--- src/rtl/cp0_pkg.sv ---
// rtl/cp0_pkg.sv - CP0 register addresses, exception codes and field positions
package cp0_pkg;

  localparam logic [4:0] CP0_SR    = 5'd12;
  localparam logic [4:0] CP0_CAUSE = 5'd13;
  localparam logic [4:0] CP0_EPC   = 5'd14;
  localparam logic [4:0] CP0_PRID  = 5'd15;

  localparam logic [4:0] EXC_INT     = 5'd0;
  localparam logic [4:0] EXC_ADEL    = 5'd4;
  localparam logic [4:0] EXC_ADES    = 5'd5;
  localparam logic [4:0] EXC_SYSCALL = 5'd8;
  localparam logic [4:0] EXC_RI      = 5'd10;
  localparam logic [4:0] EXC_OV      = 5'd12;

  localparam int SR_IE_BIT    = 0;
  localparam int SR_EXL_BIT   = 1;
  localparam int SR_IM_LO     = 10;
  localparam int SR_IM_HI     = 15;
  localparam int CAUSE_EXC_LO = 2;
  localparam int CAUSE_EXC_HI = 6;
  localparam int CAUSE_IP_LO  = 10;
  localparam int CAUSE_IP_HI  = 15;
  localparam int CAUSE_BD_BIT = 31;

endpackage

--- src/rtl/cp0_unit.sv ---
// rtl/cp0_unit.sv - Coprocessor 0: SR/Cause/EPC/PRId and interrupt/exception arbitration
module cp0_unit
  import cp0_pkg::*;
#(
  parameter logic [31:0] PRID    = 32'h2023_0007,
  parameter logic [31:0] HANDLER = 32'h0000_4180
) (
  input  logic        clk,
  input  logic        reset,
  input  logic        we,
  input  logic [4:0]  cp0_addr,
  input  logic [31:0] cp0_in,
  output logic [31:0] cp0_out,
  input  logic [31:0] vpc,
  input  logic        bd_in,
  input  logic [4:0]  exc_in,
  input  logic [5:0]  hw_int,
  input  logic        exl_clr,
  output logic        req,
  output logic [31:0] exc_pc,
  output logic [31:0] epc_out
);

  logic [5:0]  im;
  logic        exl;
  logic        ie;
  logic        bd;
  logic [5:0]  ip;
  logic [4:0]  exc_code;
  logic [31:0] epc;

  logic        int_req;
  logic        exc_req;
  logic [31:0] vpc_aligned;
  logic [31:0] sr_word;
  logic [31:0] cause_word;

  assign int_req     = (|(hw_int & im)) & ie & ~exl;
  assign exc_req     = (exc_in != EXC_INT) & ~exl;
  assign req         = int_req | exc_req;
  assign vpc_aligned = vpc & 32'hFFFF_FFFC;
  assign epc_out     = epc;
  assign exc_pc      = req ? HANDLER : epc;

  always_comb begin
    sr_word                        = '0;
    sr_word[SR_IM_HI:SR_IM_LO]     = im;
    sr_word[SR_EXL_BIT]            = exl;
    sr_word[SR_IE_BIT]             = ie;
    cause_word                     = '0;
    cause_word[CAUSE_BD_BIT]       = bd;
    cause_word[CAUSE_IP_HI:CAUSE_IP_LO]   = ip;
    cause_word[CAUSE_EXC_HI:CAUSE_EXC_LO] = exc_code;
  end

  always_comb begin
    case (cp0_addr)
      CP0_SR:    cp0_out = sr_word;
      CP0_CAUSE: cp0_out = cause_word;
      CP0_EPC:   cp0_out = epc;
      CP0_PRID:  cp0_out = PRID;
      default:   cp0_out = 32'h0;
    endcase
  end

  always_ff @(posedge clk) begin
    if (reset) begin
      im       <= '0;
      exl      <= 1'b0;
      ie       <= 1'b0;
      bd       <= 1'b0;
      ip       <= '0;
      exc_code <= '0;
      epc      <= '0;
    end else begin
      ip <= hw_int;
      // The M instruction is cancelled when req fires, so its mtc0/eret must not commit.
      if (req) begin
        exl      <= 1'b1;
        bd       <= bd_in;
        exc_code <= int_req ? EXC_INT : exc_in;
        epc      <= bd_in ? vpc_aligned - 32'd4 : vpc_aligned;
      end else begin
        if (we && cp0_addr == CP0_SR) begin
          im  <= cp0_in[SR_IM_HI:SR_IM_LO];
          exl <= cp0_in[SR_EXL_BIT];
          ie  <= cp0_in[SR_IE_BIT];
        end
        if (we && cp0_addr == CP0_EPC) begin
          epc <= cp0_in;
        end
        if (exl_clr) begin
          exl <= 1'b0;
        end
      end
    end
  end

endmodule

--- config.mk ---
export PLATFORM = sky130hd
export DESIGN_NAME = cp0_unit
export DESIGN_NICKNAME = d
export VERILOG_FILES = /design/src/rtl/cp0_pkg.sv /design/src/rtl/cp0_unit.sv
export SDC_FILE = /design/constraint.sdc
export NUM_CORES = 1
export LEC_CHECK = 0
export CAP_MARGIN = 20
export CELL_PAD_IN_SITES_DETAIL_PLACEMENT = 1
export CELL_PAD_IN_SITES_GLOBAL_PLACEMENT = 2
export CORE_MARGIN = 1
export CORE_UTILIZATION = 19
export CTS_CLUSTER_SIZE = 30
export DETAILED_ROUTE_END_ITERATION = 10
export PLACE_DENSITY_LB_ADDON = 0.1
export SLEW_MARGIN = 30
export SYNTH_ARGS = -nofsm -noshare
export SYNTH_HDL_FRONTEND = slang
export SYNTH_SLANG_ARGS = --single-unit
--- constraint.sdc ---
create_clock -name clk -period 1.8 [get_ports clk]
set_input_delay 0.18 -clock clk [delete_from_list [all_inputs] [get_ports clk]]
set_output_delay 0.18 -clock clk [all_outputs]
set_load 0.01 [all_outputs]
# Word level (Yosys, flattened, before mapping)
# Index checks and enable logic that the tools add are counted.
[word_totals]
input_bits = 85
output_inout_bits = 97
register_bits = 52
wordCells = 35
[classes]
bitwise = 7
reduce_logical = 7
addsub = 1
mux = 9
n_eq_ne = 4
[ops]
columns = ["op", "n"]
rows = [
  ["2-to-1 mux 32 bit", 4],
  ["case mux 32 bit (4 select lines)", 1],
  ["subtractor 32 x 3 -> 32 bit (second input constant)", 1],
  ["== test 5 x 4 -> 1 bit (second input constant)", 4],
  ["AND 6 bit", 1],
  ["OR reduction 6 bit", 1],
  ["2-to-1 mux 5 bit", 1],
  ["nonzero test 5 bit", 1],
  ["AND 1 bit", 3],
  ["2-to-1 mux 1 bit", 3],
  ["nonzero test 3 bit", 1],
  ["logical AND 1 bit", 2],
  ["inverter 1 bit", 2],
  ["AND reduction 2 bit", 1],
  ["nonzero test 2 bit", 1],
  ["bitwise OR 1 bit", 1],
]

# Longest topological paths before layout
[logic_depth]
ltp_word = 7
ltp_mapped = 9
mapped_depth_nobuf = 7

# Worst setup path after synthesis
# OpenSTA, ideal clock, no wires.
[synth_timing]
path_type = "reg-to-reg"
from = "reg im[0]"
to = "reg epc[17] (netlist: epc_out[17])"
path_stages_with_launch = 9
setup_time_ps = 86
setup_slack_ps = -37
path_buffers = 3
arrival_ps = 1751
required_ps = 1714
cell_sequence = "dfxtp_1 > a22o_1 > o311ai_1 > and2_1 > buf_2 > inv_2 > buf_2 > buf_2 > a211oi_1"
[synth_via]
elab_chain_len = 6
[synth_rtl]
columns = ["element", "line", "rtl"]
rows = [
  ["from (decl)", "cp0_unit.sv:24", "logic [5:0] im;"],
  ["from (signal assigned)", "cp0_unit.sv:85", "im <= cp0_in[SR_IM_HI:SR_IM_LO];"],
  ["AND 6 bit (*)", "cp0_unit.sv:38", "assign int_req = (|(hw_int & im)) & ie & ~exl;"],
  ["OR reduction 6 bit (*)", "cp0_unit.sv:38", ""],
  ["AND 1 bit (*) (2 in series)", "cp0_unit.sv:38", ""],
  ["bitwise OR 1 bit (*)", "cp0_unit.sv:40", "assign req = int_req | exc_req;"],
  ["2-to-1 mux 32 bit / nonzero test 2 bit (equally long branches)", "-", ""],
  ["to (signal assigned)", "cp0_unit.sv:82", "epc <= bd_in ? vpc_aligned - 32'd4 : vpc_aligned;"],
  ["to (signal assigned)", "cp0_unit.sv:90", "epc <= cp0_in;"],
  ["to (decl)", "cp0_unit.sv:30", "logic [31:0] epc;"],
]
# Mark *: on every way between the ends. The rest lies on a longest branch, timed or not.
# A chain may end at the register's enable or synchronous reset.

# Worst setup path after layout
[layout_timing]
from = "reg im[3]"
to = "out exc_pc[7]"
[layout_via]
elab_chain_len = 6
[layout_rtl]
columns = ["element", "line", "rtl"]
rows = [
  ["AND 6 bit", "cp0_unit.sv:38", ""],
  ["OR reduction 6 bit", "cp0_unit.sv:38", ""],
  ["AND 1 bit (2 in series)", "cp0_unit.sv:38", ""],
  ["bitwise OR 1 bit", "cp0_unit.sv:40", ""],
  ["2-to-1 mux 32 bit", "cp0_unit.sv:43", "assign exc_pc = req ? HANDLER : epc;"],
  ["to (decl)", "cp0_unit.sv:20", "output logic [31:0] exc_pc,"],
]
# Every way passes these cells.

==> reports/qor.yml <==
die-area_sq_um: 18700
nNetsFinal: 797
violations: "setup timing"
drive_gt1_share_pct: 38.8
slew_violations: 0
syn_avg_cell_area_sq_um: 7.82
end_kind: "primary output"
use_met1_pct: 26.7
grt_overflow: 0
ys_ff_latch: 52
syn_inst: 440
fp.dieH_microns: 137
tritoncts: "yes"
synth-simple-area-share_pct: 34.3
min_path_type: "in -> reg"
synth_top_family_by_area: "simple AND/OR/NAND/NOR gates"
final.period_utilization_pct: 113
hold_ws_ns: 0.291
critPathArrivalTime_ns: 1.86
yosysUniqueCellTypes: 48
grt_pass1_wl_mm: 27.8
worstPathRequired_ns: 1.62
first_pass_iters: 4
dp_hpwl_mm: 13.9
drcViolationCount: 0
first_global_vias: 4654
fp.coreArea_sq_um: 17500
fin_crit_ns: 2.04
grt.total_usage_pct: 20.0
via_count: 4433
rsz0062_at_grt: "true"
status: "finished, violations left"
wirelength_mm: 18.9
syn_area_sq_um: 3440
root_buffer: "clkbuf_16"
drt_iter0_drc: 178
fin_ws_ns: -0.237
clk_pin_slew_ns: 0.07
yosys.area.top_type_share_pct: 30.3
start_util_pct: 19.7
yosys_most_used_dff: "dfxtp_1"
maxSlewHeadroom_pct: 75.7
min_from: "hw_int[3]"
r2r_start: "im[3]$_SDFFE_PP0P_"
syn-num-nets: 526
pin_count: 182
cts_hold_buf: 0
cts.sinks: 52
skew_ns: 0.00772
clk_latency_ns: 0.30
post-place-cells: 910
synthMuxAreaShare_pct: 5.96
cts_max_path_buffers: 2
leakage_uw: 0.00317
critical_path.startpoint_type: "flip-flop"
stdcell_count: 938
fp-row-count: 48
final-setup-viol-count: 73
synthAdderAreaFrac_pct: 0.364
synth-edff-count: 0
vdd_drop_max_mv: 0.381
viasPerCell: 4.73
grt_max_degree: 53
synth_area_leaders: "dfxtp_1 30%, and3_1 11%, a211oi_1 8.1%"
postRouteAntennaNets: 0
antenna_found_initial: 1
synth_most_common_cell: "and3_1"
fill_cells: 2005
crit_fanout: 5
met3_usage_pct: 2.44
finalHoldViolCount: 0
startpoint: "im[3]$_SDFFE_PP0P_"
io_buffers: 179
yosysWarnings: 0
area_growth_pct: 107
crit_type: "reg -> out"
synthXorXnorAreaFrac_pct: 6.36
fmax_mhz: 491
busiest_layer: "met2"
place_ws_ns: -0.742
die_w_microns: 137
synth-compound-area-share_pct: 17.3
cts_buffers: 5
synth_common_cells: "62 x and3_1, 55 x nor2_1, 52 x dfxtp_1"
place_congestion: 0.774
met2_usage_pct: 34.3
h-tree-depth: 2
async_reset_ff_share_pct: 0
pwr_density_cell_nw_per_um2: 538
seq_area_frac_synth_pct: 30.3
avgRoutedWirePerCell_microns: 20.2
yosys.area.top_type: "dfxtp_1"
cap_violations: 0
worst_pin_slew_ns: 0.364
## sequential cells by signal, indices dropped and copies added (netlist names)
name      cells
ie            1
im            6
ip            6
epc_out      32
exc_code      5
bd            1
exl           1
## area by class of cell
class	count	area [sq um]	share of cell area [%]
Multi-Input combinational cell	343	2720	38.1
Inverter	4	27.5	0.386
Clock inverter	2	38.8	0.544
Timing Repair Buffer	305	2880	40.4
Clock buffer	6	139	1.95
Tap cell	225	282	3.95
Antenna cell	1	2.50	0.0351
Sequential cell	52	1040	14.6
## worst max-delay path: stages, from the launching register on
cell and delay [ns]:
dfxtp_2 0.34, a22o_4 0.27, o311ai_4 0.28, buf_6 0.18
and2_4 0.19, buf_6 0.12, nand2b_1 0.05, buf_2 0.14
## through the flow
stage / setup TNS (ns) / total power, uW / instance area, sq um / util (%)
2_1_floorplan: 0 / 1700 / 3450 / -
3_5_place_dp: -54.03 / 2450 / 6280 / 35.9
6_report: -10.48 / 3840 / 7120 / 40.8
4_1_cts: -10.53 / 3830 / 6960 / 39.8
5_1_grt: -15.68 / 4020 / 7120 / 40.8
3_3_place_gp: -52.28 / 2440 / 6280 / 35.9
## layer usage
metal	vias to the layer above	part of all wire, %
met1	2172	47
met5	-	0
met2	96	49
li1	2153	-
met4	0	1.2
met3	12	3.4
## path summary, 6_finish.rpt
kind                                                 end  slack [ns]  cells past startpoint
worst min register to register  exc_code[4]$_SDFFE_PP0P_        0.46                      2
worst max register to register  epc_out[23]$_SDFFE_PP0P_       -0.19                      9
worst max-delay path                           exc_pc[7]       -0.24                      7
worst min-delay path                    ip[3]$_SDFF_PP0_        0.29                      2
## layout by cell type, fill, tap and decap left out, types with 5 or more instances in the layout
cell type        count
a211oi_2            25
nor2_1              45
a211oi_1             9
nor3_1               5
nor2_2               7
buf_4               85
buf_8                5
xnor2_1             14
buf_12              14
nor2b_1              8
a311oi_1             6
dfxtp_1             51
xor2_1               6
dlygate4sd2_1       27
nand2_1             21
mux2i_1             16
buf_6               20
clkdlybuf4s50_1    102
a21oi_1             12
buf_2               42
nand3_1             15
clkbuf_16            6
and3_1              61
## kinds of logic (layout without fill, tap and decap cells)
group,Yosys count,count (layout)
xor+xnor,25,25
mux,20,20
fa+ha+maj,1,1
buf+inv,45,317
compound gates,83,83
flops,52,52
simple gates,214,214
other cells,0,1
## power breakdown
part / switching [uW] / leakage (uW) / internal (uW) / total, uW
sequential: 106 / 0.000431 / 1230 / 1340
combinational: 588 / 0.00265 / 752 / 1340
clock: 458 / 0.0000871 / 698 / 1160
total: 1150 / 0.00317 / 2680 / 3840
## what timing repair did
| item | CTS | global route |
|---|---|---|
| buffers inserted | 11 | 3 |
| pin swaps | 26 | 9 |
| cloned | 8 | 1 |
| resized for setup | 302 | 55 |
| setup endpoints to repair | 106 | 88 |
No activity file was read; power rests on OpenSTA's default activity.
